### src/rtl/lamp_ctrl.sv
// rtl/lamp_ctrl.sv - three-way staircase lamp: synchronise, debounce, parity of switch levels
module lamp_ctrl #(
    parameter int DEBOUNCE = 4,
    parameter int CNT_W    = 16
) (
    input  logic clk,
    input  logic rst,
    input  logic S1,
    input  logic S2,
    input  logic S3,
    output logic F,
    output logic toggle
);

    localparam logic [CNT_W-1:0] CNT_LAST = CNT_W'(DEBOUNCE - 1);

    logic [2:0]       raw;
    logic [2:0]       sy1;
    logic [2:0]       sy2;
    logic [2:0]       deb;
    logic [CNT_W-1:0] cnt [3];
    logic             parity;

    assign raw    = {S3, S2, S1};
    assign parity = ^deb;

    always_ff @(posedge clk) begin
        if (rst) begin
            sy1    <= '0;
            sy2    <= '0;
            deb    <= '0;
            F      <= 1'b0;
            toggle <= 1'b0;
            for (int i = 0; i < 3; i++) begin
                cnt[i] <= '0;
            end
        end else begin
            sy1 <= raw;
            sy2 <= sy1;
            // A level is accepted only after DEBOUNCE consecutive mismatching edges;
            // any return to the filtered level restarts the count.
            for (int i = 0; i < 3; i++) begin
                if (sy2[i] != deb[i]) begin
                    if (cnt[i] == CNT_LAST) begin
                        deb[i] <= sy2[i];
                        cnt[i] <= '0;
                    end else begin
                        cnt[i] <= cnt[i] + CNT_W'(1);
                    end
                end else begin
                    cnt[i] <= '0;
                end
            end
            F      <= parity;
            toggle <= (parity != F);
        end
    end

endmodule

### config.mk
export PLATFORM = sky130hd
export DESIGN_NAME = lamp_ctrl
export DESIGN_NICKNAME = d
export VERILOG_FILES = /design/src/rtl/lamp_ctrl.sv
export SDC_FILE = /design/constraint.sdc
export NUM_CORES = 1
export LEC_CHECK = 0
export BUFFER_PORTS_ARGS = -buffer_cell sky130_fd_sc_hd__clkbuf_2
export CAP_MARGIN = 20
export CORE_UTILIZATION = 65
export DETAILED_ROUTE_END_ITERATION = 8
export HOLD_SLACK_MARGIN = 0.1
export MAX_ROUTING_LAYER = met4
export PLACE_DENSITY = 0.83
export SYNTH_ARGS = -nofsm -noshare
export SYNTH_HDL_FRONTEND = slang
export SYNTH_SLANG_ARGS = --single-unit
### constraint.sdc
create_clock -name clk -period 2.81 [get_ports clk]
set_input_delay 0.1405 -clock clk [delete_from_list [all_inputs] [get_ports clk]]
set_output_delay 0.1405 -clock clk [all_outputs]
set_load 0.005 [all_outputs]
==> results.sh <==
export IMPL_drcViolationCount=0
export IMPL_synth_edff_count=48
export IMPL_intPower_mw=1.54
export IMPL_skew_ps=9.74
export IMPL_synth_cell_type_count=23
export IMPL_ctsHtreeMaxLevel=3
export IMPL_drv_cap=0
export IMPL_synth_fa_ha_area_share_pct=1.27
export IMPL_worst_pin_slew_ps=582
export IMPL_dr_total_vias=2070
export IMPL_synth_compound_area_share_pct=0
export IMPL_critPathRequiredTime_ps=2870
export IMPL_globalRouteOverflowTotal=0
export IMPL_synth_top_cell_area_share_pct=48.7
export IMPL_die_y_um=69.5
export IMPL_min_from="rst"
export IMPL_worst_hold_path_num_cells=2
export IMPL_ys_ff_latch=59
export IMPL_r2r_start="cnt[0][0]"
export IMPL_arrival_ps=2070
export IMPL_synth_warnings=0
export IMPL_num_antenna_cells=0
export IMPL_swShare_pct=20.3
export IMPL_netlist_area_mm2=0.00296
export IMPL_total_power_mw=1.93
export IMPL_fin_nets=343
export IMPL_start_util_pct=68.0
export IMPL_syn2layout_area_growth_pct=16.5
export IMPL_yosys_top_cells_area="edfxtp_1 49%, xnor2_1 12%, nor2_1 7.5%"
export IMPL_status="completed"
export IMPL_post_synth_xor_area_fraction_pct=14.2
export IMPL_synth_simple_area_share_pct=25.4
export IMPL_slowest_stage="nand2_1"
export IMPL_leakage_nw=1.22
export IMPL_powerDensity_mw_per_mm2=560
export IMPL_r2r_end="cnt[0][6]"
export IMPL_switchingPower_uw=393
export IMPL_worstHoldEndpoint="sy2[1]"
export IMPL_synth_most_common_cell="nor2_1"
export IMPL_ys_seq_area_share_pct=56.1
export IMPL_hpwl_mm=3.39
export IMPL_hold_violations=0
export IMPL_critPathCaptureType="flop"
export IMPL_share_seq_of_total_power_pct=52.7
export IMPL_comb_power_share_pct=4.1
export IMPL_wirelength_mm=5.07
export IMPL_dieWidth_um=69.5
export IMPL_regToRegSetupSlack_ps=800
export IMPL_drt_iter0_drc=170
export IMPL_ant_nets=0
export IMPL_synth_ff_type="edfxtp_1"
export IMPL_slew_headroom_pct=61.1
export IMPL_cp_cell_sequence="ha_1, nor4b_1, nand4_1, nand2_1, nor2_1"
export IMPL_yosysTopAreaCell="edfxtp_1"
export IMPL_cts_buffers_inserted=9
export IMPL_rows=24
export IMPL_grt_pass1_wl_mm=8.64
export IMPL_grt_pass1_vias=1951
export IMPL_slew_viol_final=0
export IMPL_fin_setup_tns_ps=0
export IMPL_slowest_delay_ps=510
export IMPL_syn_avg_cell_area_um2=10.9
export IMPL_pin_count=7
export IMPL_critPathKind="reg2reg"
export IMPL_cts_tree="built"
export IMPL_clock_latency_ps=330
export IMPL_finalSetupViolCount=0
export IMPL_antenna_found_initial=0
export IMPL_fin_crit_ps=2010
export IMPL_fmax_mhz=497
export IMPL_period_share_pct=71.5
export IMPL_synth_commonest_cells="59 x nor2_1, 48 x edfxtp_1, 42 x xnor2_1"
export IMPL_routabilityCongestion=0.766
export IMPL_grt_usage_pct=24.1
export IMPL_crit_path_max_fanout=15
export IMPL_worst_r2r_cell_count=5
export IMPL_drt_pass1_iterations=4
export IMPL_avgRoutedWirePerCell_um=12.9
export IMPL_clkPwrFrac_pct=43.2
export IMPL_worstHoldPathType="in2reg"
export IMPL_core_mm2=0.00435
export IMPL_root_buffer="clkbuf_8"
export IMPL_clockBufferDepth=2
export IMPL_synthCells=272
export IMPL_irDropWorstVdd_mv=0.517
export IMPL_die_area_mm2=0.00483
export IMPL_io_buffers=6
export IMPL_synth_top_family_by_area="simple AND/OR/NAND/NOR gates"
export IMPL_clkTransAtPathRegs_ps=60
export IMPL_via_per_inst=5.28
export IMPL_clock_sinks=59
export IMPL_synth_mux_area_share_pct=1.01
export IMPL_rsz0062_at_grt="false"
export IMPL_drive_above_1_share_pct=7.65
export IMPL_synthArstFlopShare_pct=0
export IMPL_grt_max_degree=16
export IMPL_cp_start_kind="flop"
==> routing by layer <==
| layer | GRT usage [%] | up-vias | routed length (µm) |
|---|---|---|---|
| li1 | - | 1052 | - |
| met2 | 37.9 | 30 | 2460 |
| met1 | 29.7 | 978 | 2370 |
| met3 | 4.65 | 10 | 139 |
| met5 | - | - | 0 |
| met4 | 12.9 | 0 | 101 |
==> placed cells by master (no fill, tap or decap) <==
cell and count:
edfxtp_1 48, mux2i_1 3, nor2_1 59, nand3_1 12, clkbuf_2 6, nor2_2 2, nor2b_1 6, nand3_2 2
nand4_1 8, xor2_1 6, clkbuf_1 4, nand4_2 3, xnor2_1 42, clkbuf_8 10, dfxtp_1 11, dlygate4sd3_1 3
ha_1 3, conb_1 48, nor4b_1 3, nor4_1 20, nand2_1 13, nor3_1 13, nand4_4 1, bufinv_16 2
inv_1 8, and3_1 4
==> power by group through the flow <==
| stage | sequential, mW | combinational, mW | clock (mW) |
|---|---|---|---|
| global route | 1.02 | 0.0890 | 0.885 |
| global placement | 1.03 | 0.0704 | 0 |
| CTS | 1.02 | 0.0756 | 0.847 |
| finish | 1.02 | 0.0790 | 0.835 |
| floorplan | 1.03 | 0.0614 | 0 |
| detailed placement | 1.04 | 0.0711 | 0 |
==> how the worst max path moves through the flow <==
| stage | from | endpoint | cells past startpoint |
|---|---|---|---|
| floorplan | cnt[0][0] | cnt[0][7] | 6 |
| global placement | cnt[0][0] | cnt[0][15] | 5 |
| detailed placement | cnt[0][0] | cnt[0][4] | 5 |
| CTS | cnt[0][0] | cnt[0][6] | 5 |
| global route | cnt[2][0] | cnt[2][7] | 5 |
| finish | cnt[0][0] | cnt[0][6] | 5 |
==> flip-flops by register name, summed over array words and instances (netlist names) <==
signal and count:
F 1, cnt 48, deb 3, sy1 3
sy2 3, toggle 1
==> per-stage QoR <==
step | setup WS [ps] | util, % | cells | hold slack, ps | cell area (µm²)
finish | 800 | 79.2 | 392 | 196 | 3450
CTS | 806 | 79.2 | 392 | 177 | 3450
global route | 661 | 79.2 | 392 | 203 | 3450
floorplan | 1190 | - | 319 | 212 | 3140
global placement | 843 | 73.6 | 373 | 355 | 3210
detailed placement | 827 | 73.6 | 373 | 354 | 3210
==> layout make-up <==
cell class | count | area, µm²
clock buffers | 14 | 153
clock inverters | 2 | 60.1
fillers | 277 | 906
inverters | 8 | 30.0
multi-input cells | 248 | 1420
flip-flops and latches | 59 | 1660
well taps | 52 | 65.1
repair buffers | 9 | 60.1
==> worst max-delay path: cells and delay by family (launching register included) <==
family / cells / cell delay [ps]
flip-flops: 1 / 380
adder cells (fa/ha/maj): 1 / 250
AND/OR/NAND/NOR: 4 / 1110
==> cell families (layout without fill, tap and decap cells) <==
| kind of cell | Yosys count | count (layout) |
|---|---|---|
| other cells | 1 | 48 |
| buf+inv | 12 | 33 |
| fa+ha+maj | 3 | 3 |
| mux | 3 | 3 |
| flops | 59 | 59 |
| simple gates | 146 | 146 |
| xor+xnor | 48 | 48 |
==> repair_timing <==
item / CTS / global route
resized for setup: 0 / 0
setup endpoints to repair: 0 / 0
hold buffers: 3 / 0
endpoints found under the hold margin: 3 / 0
buffers inserted: 0 / 0
(Power assumes the default switching activity.)
